$ cat config.mk
export PLATFORM = sky130hd
export DESIGN_NAME = bcd_score_display_flat
export DESIGN_NICKNAME = d
export VERILOG_FILES = /design/src/rtl/bcd_score_if.sv /design/src/rtl/bcd_score_display.sv /design/src/flat_wrapper.sv
export SDC_FILE = /design/constraint.sdc
export NUM_CORES = 1
export LEC_CHECK = 0
export CORE_UTILIZATION = 45
export CTS_BUF_LIST = sky130_fd_sc_hd__clkbuf_2 sky130_fd_sc_hd__clkbuf_4 sky130_fd_sc_hd__clkbuf_8
export CTS_CLUSTER_SIZE = 16
export DETAILED_ROUTE_END_ITERATION = 6
export PLACE_DENSITY_LB_ADDON = 0.05
export SLEW_MARGIN = 20
export SYNTH_ARGS = -nofsm -noshare
export SYNTH_HDL_FRONTEND = slang
export SYNTH_SLANG_ARGS = --single-unit
$ cat constraint.sdc
create_clock -name clk -period 2.4 [get_ports clk]
set_clock_uncertainty 0.05 [all_clocks]
set_input_delay 0.24 -clock clk [delete_from_list [all_inputs] [get_ports clk]]
set_output_delay 0.24 -clock clk [all_outputs]
set_load 0.1 [all_outputs]
$ cat src/rtl/bcd_score_if.sv
// Bus between the game FSM and a bcd_score_display instance: control pulses in,
// packed-BCD score, best score, seven-segment drive and status flags out.
interface bcd_score_if #(
  parameter int NUM_DIGITS = 3
);
  logic                    clear;
  logic                    load;
  logic [4*NUM_DIGITS-1:0] load_val;
  logic                    inc;
  logic [4*NUM_DIGITS-1:0] count;
  logic [4*NUM_DIGITS-1:0] best;
  logic [7*NUM_DIGITS-1:0] display;
  logic                    carry;
  logic                    ovf;

  modport master (
    output clear, load, load_val, inc,
    input  count, best, display, carry, ovf
  );

  modport slave (
    input  clear, load, load_val, inc,
    output count, best, display, carry, ovf
  );
endinterface

$ cat src/rtl/bcd_score_display.sv
// Multi-digit packed-BCD score counter with best-score register and active-low
// seven-segment decode. Define BCD_SCORE_BLANK_EN for leading-zero blanking.
module bcd_score_display #(
  parameter int NUM_DIGITS = 3,
  parameter bit SATURATE   = 1'b0
) (
  input  logic        clk,
  input  logic        reset_n,
  bcd_score_if.slave  bus
);
  localparam int W = 4 * NUM_DIGITS;

  logic [W-1:0]            count_q, count_d;
  logic [W-1:0]            best_q, best_d;
  logic                    ovf_q, ovf_d;
  logic                    all9;
  logic [7*NUM_DIGITS-1:0] disp;
  logic                    hi_nz;

  // Ripple +1 across every digit in a single cycle.
  function automatic logic [W-1:0] bcd_inc(input logic [W-1:0] v);
    logic [W-1:0] r;
    logic         c;
    r = v;
    c = 1'b1;
    for (int i = 0; i < NUM_DIGITS; i++) begin
      if (c) begin
        if (v[4*i +: 4] == 4'd9) begin
          r[4*i +: 4] = 4'd0;
        end else begin
          r[4*i +: 4] = v[4*i +: 4] + 4'd1;
          c = 1'b0;
        end
      end
    end
    return r;
  endfunction

  function automatic logic [W-1:0] bcd_sanitize(input logic [W-1:0] v);
    logic [W-1:0] r;
    r = v;
    for (int i = 0; i < NUM_DIGITS; i++) begin
      if (v[4*i +: 4] > 4'd9) r[4*i +: 4] = 4'd0;
    end
    return r;
  endfunction

  function automatic logic [6:0] seg7(input logic [3:0] d);
    case (d)
      4'd0:    seg7 = 7'b1000000;
      4'd1:    seg7 = 7'b1111001;
      4'd2:    seg7 = 7'b0100100;
      4'd3:    seg7 = 7'b0110000;
      4'd4:    seg7 = 7'b0011001;
      4'd5:    seg7 = 7'b0010010;
      4'd6:    seg7 = 7'b0000010;
      4'd7:    seg7 = 7'b1111000;
      4'd8:    seg7 = 7'b0000000;
      4'd9:    seg7 = 7'b0010000;
      default: seg7 = 7'b1111111;
    endcase
  endfunction

  always_comb begin
    all9 = 1'b1;
    for (int i = 0; i < NUM_DIGITS; i++) begin
      if (count_q[4*i +: 4] != 4'd9) all9 = 1'b0;
    end
  end

  assign bus.carry = bus.inc & ~bus.clear & ~bus.load & all9;

  always_comb begin
    count_d = count_q;
    ovf_d   = ovf_q;
    if (bus.clear) begin
      count_d = '0;
      ovf_d   = 1'b0;
    end else if (bus.load) begin
      count_d = bcd_sanitize(bus.load_val);
    end else if (bus.inc) begin
      if (all9) begin
        count_d = SATURATE ? count_q : '0;
        ovf_d   = 1'b1;
      end else begin
        count_d = bcd_inc(count_q);
      end
    end
  end

  // Valid BCD orders the same as plain binary, so a direct compare is exact.
  assign best_d = (count_q > best_q) ? count_q : best_q;

  always_ff @(posedge clk or negedge reset_n) begin
    if (!reset_n) begin
      count_q <= '0;
      best_q  <= '0;
      ovf_q   <= 1'b0;
    end else begin
      count_q <= count_d;
      best_q  <= best_d;
      ovf_q   <= ovf_d;
    end
  end

  // Walk from the top digit down so hi_nz tells whether any digit at or above i is nonzero.
  always_comb begin
    disp  = '1;
    hi_nz = 1'b0;
    for (int i = NUM_DIGITS - 1; i >= 0; i--) begin
      hi_nz = hi_nz | (count_q[4*i +: 4] != 4'd0);
`ifdef BCD_SCORE_BLANK_EN
      if (i == 0 || hi_nz) disp[7*i +: 7] = seg7(count_q[4*i +: 4]);
      else                 disp[7*i +: 7] = 7'b1111111;
`else
      disp[7*i +: 7] = seg7(count_q[4*i +: 4]);
`endif
    end
  end

  assign bus.count   = count_q;
  assign bus.best    = best_q;
  assign bus.ovf     = ovf_q;
  assign bus.display = disp;
endmodule
$ cat src/flat_wrapper.sv
// flat-port wrapper written by rule: the top's interface ports become plain ports
module bcd_score_display_flat 
#(
  parameter int NUM_DIGITS = 3,
  parameter bit SATURATE   = 1'b0
)
  (clk, reset_n, bus_clear, bus_load, bus_load_val, bus_inc, bus_count, bus_best, bus_display, bus_carry, bus_ovf);
  bcd_score_if #(.NUM_DIGITS(NUM_DIGITS)) bus_i ();
  input  logic clk;
  input  logic reset_n;
  input wire logic [$bits(bus_i.clear)-1:0] bus_clear;
  input wire logic [$bits(bus_i.load)-1:0] bus_load;
  input wire logic [$bits(bus_i.load_val)-1:0] bus_load_val;
  input wire logic [$bits(bus_i.inc)-1:0] bus_inc;
  output wire logic [$bits(bus_i.count)-1:0] bus_count;
  output wire logic [$bits(bus_i.best)-1:0] bus_best;
  output wire logic [$bits(bus_i.display)-1:0] bus_display;
  output wire logic [$bits(bus_i.carry)-1:0] bus_carry;
  output wire logic [$bits(bus_i.ovf)-1:0] bus_ovf;
  assign bus_i.clear = bus_clear;
  assign bus_i.load = bus_load;
  assign bus_i.load_val = bus_load_val;
  assign bus_i.inc = bus_inc;
  assign bus_count = bus_i.count;
  assign bus_best = bus_i.best;
  assign bus_display = bus_i.display;
  assign bus_carry = bus_i.carry;
  assign bus_ovf = bus_i.ovf;
  bcd_score_display #(.NUM_DIGITS(NUM_DIGITS), .SATURATE(SATURATE)) u_core (.clk(clk), .reset_n(reset_n), .bus(bus_i));
endmodule
* After elaboration in Yosys (flattened, before gate mapping) *
Memory sizes are Yosys's and may differ from the RTL's.
Index checks and enable logic that the tools add are counted.

word-level totals
  flip-flop bits (word level) = 25
  input bits = 17
  memories = 3
  memory bits (read-only) = 336
  output and inout port bits = 47

memories
  name              depth  bits a word  read ports  clocked after memory_dff  wr ports  RTL line                 source
  (name not given)  16     7            1           0                         0         bcd_score_display.sv:49  case (d)
  (name not given)  16     7            1           0                         0         bcd_score_display.sv:49
  (name not given)  16     7            1           0                         0         bcd_score_display.sv:49

operators by class
  $lt $le $gt $ge = 4
  equal/unequal tests = 7
  reduce and logical (&&, ||, !) cells = 8
  bitwise operators = 5
  $add $sub $neg = 3
  muxes and demuxes = 30

operator list
  cell                 count
  $mux 12              4
  $mux 4               8
  $mux 1               18
  $add 4x1->4 const B  3
  $eq 4x4->1 const B   3
  $gt 12x12->1         1
  $gt 4x4->1 const B   3
  $ne 4x4->1 const B   3
  $reduce_bool 4->1    2
  $reduce_and 2->1     2
  $reduce_bool 2->1    2
  $and 1x1->1          3
  $reduce_and 3->1     1
  $reduce_bool 3->1    1
  $ne 2x2->1 const B   1
  $not 1->1            2

* Logic depth before layout (Yosys ltp) *
Gate-level depths: netlist of run 1.

  word-level depth = 18
  mapped depth = 8
  depth with buffers taken out = 7

* Least setup slack after synthesis of run 1 *
OpenSTA, ideal clock, no wires.

  path kind = flip-flop to output port
  start point = register u_core.count_q[1] (netlist: u_core.bus.count[1])
  end point = output bus_carry
  data required time = 2110 ps
  path buffers = 0
  arrival time = 3901 ps
  slack = -1791 ps
  stages on the path, launching flop included = 7
  cell sequence = dfrtp_1 > inv_1 > ha_1 > and3b_1 > and3_1 > nand2b_1 > nor3_1

on the way
  cells in the longest elaborated chain, start to end = 5

RTL lines
  what                    RTL line                  source
  start, declared         bcd_score_display.sv:13   logic [W-1:0] count_q, count_d;
  start signal, assigned  bcd_score_display.sv:100  count_q <= count_d;
  $ne 4x4->1              bcd_score_display.sv:67   if (count_q[4*i +: 4] != 4'd9) all9 = 1'b0;
  $mux 1 (3 in a row)     bcd_score_display.sv:67
  $and 1x1->1             bcd_score_display.sv:71   assign bus.carry = bus.inc & ~bus.clear & ~bus.load & all9;
  end, declared           flat_wrapper.sv:18        output wire logic [$bits(bus_i.carry)-1:0] bus_carry;

Every way passes these cells.

* Worst setup path in the final report of run 1 *
  start point = register u_core.count_q[6] (netlist: u_core.bus.count[6])
  end point = output bus_carry

on the way
  cells in the longest elaborated chain, start to end = 4

RTL lines
  what                 RTL line
  $ne 4x4->1           bcd_score_display.sv:67
  $mux 1 (2 in a row)  bcd_score_display.sv:67
  $and 1x1->1          bcd_score_display.sv:71

Every way passes these cells.

==> results of run 1 <==
## logic make-up (layout without fill, tap and decap cells)
family                   count (synthesis)  in the layout  share of synthesized area [%]
buffers and inverters                   36            107                           6.95
flip-flops                              25             25                           28.7
AND/OR/NAND/NOR                         90             90                           20.3
AO/OA/AOI/OAI                           72             72                           20.7
adder cells (fa/ha/maj)                 27             27                           15.5
multiplexers                            13             13                           6.55
XOR/XNOR                                 3              3                           1.21
## layout by cell type, fill, tap and decap left out, types with 5 or more instances in the layout
| cell type | netlist | routed |
|---|---|---|
| buf_4 | 0 | 44 |
| mux2i_1 | 9 | 9 |
| clkdlybuf4s50_1 | 0 | 16 |
| dfrtp_2 | 0 | 17 |
| o21ai_0 | 18 | 14 |
| a31oi_4 | 1 | 5 |
| nand2_1 | 30 | 30 |
| buf_12 | 0 | 20 |
| ha_1 | 27 | 27 |
| nor2_1 | 28 | 19 |
| dfrtp_4 | 0 | 6 |
| nor2_4 | 0 | 6 |
| a21oi_1 | 26 | 24 |
| inv_1 | 22 | 19 |
## worst max-delay path, cell delays in order, from the launching register on
cell      delay, ns
dfrtp_4        0.48
buf_4          0.21
and3b_2        0.30
and3_4         0.23
nand2b_4       0.07
nor3_4         0.20
buf_12         0.20
## metal layers
layer	track usage [%]	wire length (um)	up-vias
met5	0	0	-
met4	5.01	38	0
met3	4.50	283	7
met2	37.2	2600	67
met1	32.3	2620	1017
li1	-	-	1072
## power breakdown
group	internal (mW)	switching [mW]
sequential	0.526	0.0707
combinational	0.725	1.56
clock	0.130	0.137
total	1.38	1.77
## state kept, by name, summed over array words and instances (netlist names)
register,flops
u_core.bus.ovf,1
u_core.bus.count,12
u_core.bus.best,12
## metrics by stage
stage                     util, %  cell area (um^2)  std cells
after floorplan                 -              2400        266
after global placement       72.9              3280        385
after detailed placement     72.9              3280        385
after CTS                    74.0              3330        389
after global routing         74.3              3350        389
final                        74.3              3350        389
## worst paths after layout
kind                                      from                  end  slack (ns)  depth (start not counted)
setup / recovery           u_core.bus.count[6]            bus_carry        0.16                          6
hold / removal                         reset_n   u_core.bus.best[2]        0.27                          2
setup reg to reg           u_core.bus.count[9]   u_core.bus.best[6]        0.19                          5
hold reg to reg                 u_core.bus.ovf       u_core.bus.ovf        0.48                          1
max in group asynchronous              reset_n  u_core.bus.count[6]        1.75                          2
min in group clk               bus_load_val[0]  u_core.bus.count[0]        0.47                          3
## layout make-up
cell class,count,area [um^2],share of cell area (%)
multi-input combinational,205,1590,47.4
timing repair buffer,80,891,26.6
sequential,25,669,20.0
inverter,23,86.3,2.58
tap,52,65.1,1.94
clock buffer,4,48.8,1.46
==> metrics.txt, run 1 <==
post-cts sizing count 1; Avg Synthesized Cell Area 8.18 um^2; status complete, no violations; Setup CP Type register to output pin; worst skew pair latency 0.27 ns; CTS H-Tree Depth 1; Post-Syn Instances 266; Nets 382; setup_tns 0 ns; initial detailed-routing violation count 78; CP required 2.11 ns; CTS root buf clkbuf_8; initial antenna violation count 0; die height 71.6 um; number of synthesized flops with an enable pin 0; Pre-Repair DR Iteration Count 4; per-cell routed wire length 14.2 um; Max-Cap Viols 0; count leader, synth nand2_1; # DRC 0; Setup-failing EPs final 0; worst min path class input port to async pin; first-pass GRT wire length 9.45 mm; pin slew with the least headroom to its limit 0.444 ns; normalized max-slew margin 70.4%; cell area after synthesis 2180 um^2; Yosys cell types 46; min Tclk post-route 2.24 ns; total power 3.15 mW; crit-path max FO 17; f_max 447 MHz; cts hold-fix bufs 0; Synth area leader dfrtp_1; post-synthesis sequential area ratio 28.7%; final WL 5.54 mm; CTS sink cnt 25; postcts setup bufs 0; vias in the first global route 2050; Detailed Place HPWL 4.40 mm; GPL Wtd Cong 0.884; Fin. Hold Viols 0; Arr. time, crit path 1.95 ns; Fin Hold WS 0.274 ns; PD cells 941 nW/um^2; GRT Util Overall 23.1%; Clock Pin Slew Worst Setup and Hold Paths 0.09 ns; layout cells sized above 1 38.9%; vias per cell 5.56; Overflow after GRT 0; Filler cells 345; row count 24; CTS tree done; PnR worst setup slack 0.164 ns; die area 5120 um^2; Post-synth top cells nand2_1, nor2_1, ha_1; CTS Buf Count 3; RSZ-0062 raised after global routing no; die span in x 71.6 um; Area contributors post-synth dfrtp_1, ha_1, a21oi_1; Leakage 1.47 nW; Tcrit/Tclk final 93.2%; area growth from synthesis to layout 53.7%; remaining antenna violation count 0; dpl ws 0.229 ns; area fraction of the dominant cell type after synthesis 28.7%; Vias 2163; Post-synth ARST share 100%; post-synth net total 310; CP Launch Type register; Seq cells post-synth 25; largest net degree at the start of global routing 26; Synth Flop Type dfrtp_1; input/output buffers 63; Ports 64; Max Slew Vio Count 0; CP Capture Type output pin; maximum VDD drop 0.543 mV; worst-case clock buffer depth 2; Core Area 4500 um^2; ANT cells 0; Initial Util 48.3%; Yosys warnings 0
Note: power is estimated with default switching activity, not from simulation.
==> inputs of run 2 (changes only) <==
--- a/config.mk
+++ b/config.mk
@@ -5,7 +5,7 @@
 export SDC_FILE = /design/constraint.sdc
 export NUM_CORES = 1
 export LEC_CHECK = 0
-export CORE_UTILIZATION = 45
+export CORE_UTILIZATION = 35
 export CTS_BUF_LIST = sky130_fd_sc_hd__clkbuf_2 sky130_fd_sc_hd__clkbuf_4 sky130_fd_sc_hd__clkbuf_8
 export CTS_CLUSTER_SIZE = 16
 export DETAILED_ROUTE_END_ITERATION = 6
==> metrics.txt, run 2 (same netlist as run 1, synthesis figures left out) <==
input/output buffers 63; Ports 64; Pre-Repair DR Iteration Count 4; Setup CP Type register to output pin; CP Launch Type register; normalized max-slew margin 70.3%; row count 28; CTS Buf Count 3; status complete, no violations; CTS sink cnt 25; vias per cell 5.07; Filler cells 545; die span in x 80.9 um; min Tclk post-route 2.26 ns; initial detailed-routing violation count 71; first-pass GRT wire length 9.48 mm; commonest non-fill, non-tap cell in the layout buf_4; GPL Wtd Cong 0.815; initial antenna violation count 0; Leakage 1.46 nW; Tcrit/Tclk final 94.2%; GRT Util Overall 18.6%; Detailed Place HPWL 4.36 mm; crit-path max FO 8; Setup-failing EPs final 0; Nets 383; largest net degree at the start of global routing 26; remaining antenna violation count 0; CTS tree done; Clock Pin Slew Worst Setup and Hold Paths 0.09 ns; CP Capture Type output pin; PD cells 933 nW/um^2; Vias 2095; pin slew with the least headroom to its limit 0.445 ns; placed insts 406; area growth from synthesis to layout 55.1%; die area 6540 um^2; CTS H-Tree Depth 1; per-cell routed wire length 13.7 um; Arr. time, crit path 1.97 ns; final WL 5.65 mm; post-route cell area 3380 um^2; vias in the first global route 1926; Max Slew Vio Count 0; Overflow after GRT 0; setup_tns 0 ns; CTS root buf clkbuf_8; ANT cells 0; worst-case clock buffer depth 2; Initial Util 36.6%; # DRC 0; worst min path class input port to async pin; RSZ-0062 raised after global routing no; f_max 442 MHz; most frequent cells in the layout buf_4, nand2_1, ha_1; maximum VDD drop 0.521 mV; CP required 2.11 ns; Fin. Hold Viols 0; layout cells sized above 1 38.5%; Max-Cap Viols 0; non-filler cells, final 413; Core Area 5960 um^2; Fin Hold WS 0.296 ns; worst skew pair latency 0.26 ns; die height 80.9 um; DP Area 3300 um^2
[run 2: final cells by class]
class | count | area (um^2) | share of cell area [%]
inverter | 23 | 91.3 | 2.70
sequential | 25 | 669 | 19.8
tap | 75 | 93.8 | 2.78
multi-input combinational | 205 | 1580 | 46.6
clock buffer | 4 | 48.8 | 1.44
timing repair buffer | 81 | 898 | 26.6
[run 2: routing by layer]
layer	vias to the layer above	routed length [um]	track usage, %
met5	-	0	0
li1	1072	-	-
met3	2	318	1.46
met2	63	2460	28.4
met1	958	2830	28.0
met4	0	33	4.46
[run 2: stage by stage]
step | worst slack, ns | power, mW | utilization [%]
after floorplan | -0.307 | 2.34 | -
after global placement | 0.243 | 2.90 | 55.4
after detailed placement | 0.209 | 2.91 | 55.4
after CTS | 0.00978 | 3.18 | 56.2
after global routing | 0.00548 | 3.33 | 56.7
final | 0.140 | 3.15 | 56.7
[run 2: power by group]
group / switching [mW] / total (mW) / internal (mW)
clock network: 0.135 / 0.265 / 0.130
registers: 0.0711 / 0.597 / 0.526
logic: 1.55 / 2.29 / 0.737
total: 1.76 / 3.15 / 1.39
[run 2: worst max-delay path, stage by stage (launching register included)]
cell	delay [ns]
dfrtp_4	0.54
ha_1	0.24
or2_2	0.27
a21oi_1	0.39
nor2_4	0.08
buf_12	0.18
[run 2: final timing paths]
| path | cells past startpoint | slack, ns | start | endpoint |
|---|---|---|---|---|
| worst max register to register | 7 | 0.15 | u_core.bus.count[1] | u_core.bus.best[11] |
| max in group asynchronous | 2 | 1.71 | reset_n | u_core.bus.count[6] |
| worst min register to register | 2 | 0.48 | u_core.bus.count[5] | u_core.bus.count[5] |
| min in group clk | 2 | 0.48 | u_core.bus.count[5] | u_core.bus.count[5] |
| worst min-delay path | 2 | 0.30 | reset_n | u_core.bus.best[10] |
| worst max-delay path | 5 | 0.14 | u_core.bus.count[0] | bus_display[0] |
[run 2: what timing repair did]
item	CTS	global route
hold buffers	0	0
resized for setup	1	3
setup endpoints to repair	1	1
pin swaps	0	1
setup buffers	0	3
==> inputs of run 3 (changes only) <==
--- a/config.mk
+++ b/config.mk
@@ -5,7 +5,7 @@
 export SDC_FILE = /design/constraint.sdc
 export NUM_CORES = 1
 export LEC_CHECK = 0
-export CORE_UTILIZATION = 35
+export CORE_UTILIZATION = 47
 export CTS_BUF_LIST = sky130_fd_sc_hd__clkbuf_2 sky130_fd_sc_hd__clkbuf_4 sky130_fd_sc_hd__clkbuf_8
 export CTS_CLUSTER_SIZE = 16
 export DETAILED_ROUTE_END_ITERATION = 6
==> metrics.txt, run 3 (same netlist as run 1, synthesis figures left out) <==
min Tclk post-route 2.28 ns; area growth from synthesis to layout 53.7%; Core Area 4410 um^2; f_max 439 MHz; Nets 382; status complete, no violations; Overflow after GRT 0; Ports 64; Worst Reg-to-Reg Cells 7; Max-Cap Viols 0; non-filler cells, final 389; Fin. Hold Viols 0; maximum VDD drop 0.608 mV; RSZ-0062 raised after global routing no; CP Launch Type register; total power 3.16 mW; reg2reg start u_core.bus.count[1]; Initial Util 49.3%; worst min path class input port to async pin; CP Capture Type output pin; CTS tree done; setup_tns 0 ns; placed insts 383; R2R Setup Slk 0.17 ns; Vias 2187; largest net degree at the start of global routing 26; reg-to-reg endpoint u_core.bus.best[4]; Setup-failing EPs final 0; CTS root buf clkbuf_8; remaining antenna violation count 0; vias in the first global route 2168; Pre-Repair DR Iteration Count 4; post-layout util 75.8%; vias per cell 5.62; final WL 5.64 mm; Detailed Place HPWL 4.36 mm; crit-path max FO 8; ANT cells 0; CTS H-Tree Depth 1; Setup CP Type register to output pin; initial antenna violation count 0; most frequent cells in the layout buf_4, nand2_1, ha_1; per-cell routed wire length 14.5 um; GRT Util Overall 24.4%; commonest non-fill, non-tap cell in the layout buf_4; PD cells 945 nW/um^2; Leakage 1.46 nW; worst skew pair latency 0.27 ns; PnR worst setup slack 0.120 ns; Max Slew Vio Count 0; normalized max-slew margin 69.6%; die height 70.1 um; Tcrit/Tclk final 95.0%; layout cells sized above 1 39.2%; worst-case clock buffer depth 2; die area 4910 um^2; CP required 2.11 ns; GPL Wtd Cong 0.835; row count 24; dpl ws 0.213 ns; die span in x 70.1 um; input/output buffers 63; initial detailed-routing violation count 89; cts hold-fix bufs 0; first-pass GRT wire length 9.80 mm; Clock Pin Slew Worst Setup and Hold Paths 0.09 ns; CTS Buf Count 3; CTS sink cnt 25; # DRC 0; pin slew with the least headroom to its limit 0.456 ns; Arr. time, crit path 1.99 ns
[run 3: changes by cell type in the layout (fill, tap and decap cells not counted)]
cell,delta
and3_2,-1
and3_4,+1
buf_4,-1
ha_1,-1
ha_2,+1
inv_1,-1
inv_2,+2
inv_4,-1
nand2b_1,-1
nand2b_2,+1
[run 3: metal layers]
layer,track usage [%],wire length [um]
met1,33.1,2620
met4,9.56,83
met5,0,0
met2,39.4,2700
met3,3.03,241
[run 3: worst max path at each step]
stage	from	to	slack (ns)	depth (start not counted)
after floorplan	u_core.bus.count[1]	bus_carry	-0.31	6
after global placement	u_core.bus.count[9]	u_core.bus.best[11]	0.25	5
after detailed placement	u_core.bus.count[1]	u_core.bus.best[11]	0.21	6
after CTS	u_core.bus.count[1]	bus_carry	0.04	7
after global routing	u_core.bus.count[9]	bus_carry	0.007	6
final	u_core.bus.count[1]	bus_carry	0.12	7
[run 3: power by group]
| part | internal (mW) | leakage [nW] | switching, mW |
|---|---|---|---|
| Clock | 0.130 | 0.0262 | 0.135 |
| Sequential | 0.527 | 0.299 | 0.0740 |
| Combinational | 0.728 | 1.13 | 1.57 |
[run 3: what timing repair did]
item                       CTS  global route
setup endpoints to repair    1             1
buffers inserted             0             2
gates resized for setup      2             4
[run 3: layout make-up]
class                      instances  area, um^2
sequential                        25         669
timing repair buffer              80         891
clock buffer                       4        48.8
multi-input combinational        205        1580
fill                             336        1070
tap                               52        65.1
inverter                          23        88.8
[run 3: per-stage QoR]
stage,cell area [um^2],hold WS (ns)
CTS,3320,0.294
global route,3350,0.331
global placement,3270,0.454
floorplan,2400,-0.106
finish,3350,0.278
detailed placement,3270,0.458
[run 3: worst max-delay path, cell delays in order (launching register included)]
cell	delay, ns
dfrtp_2	0.48
inv_4	0.14
ha_1	0.20
and3b_1	0.19
and3_4	0.21
nand2b_2	0.09
nor3_4	0.20
buf_12	0.20
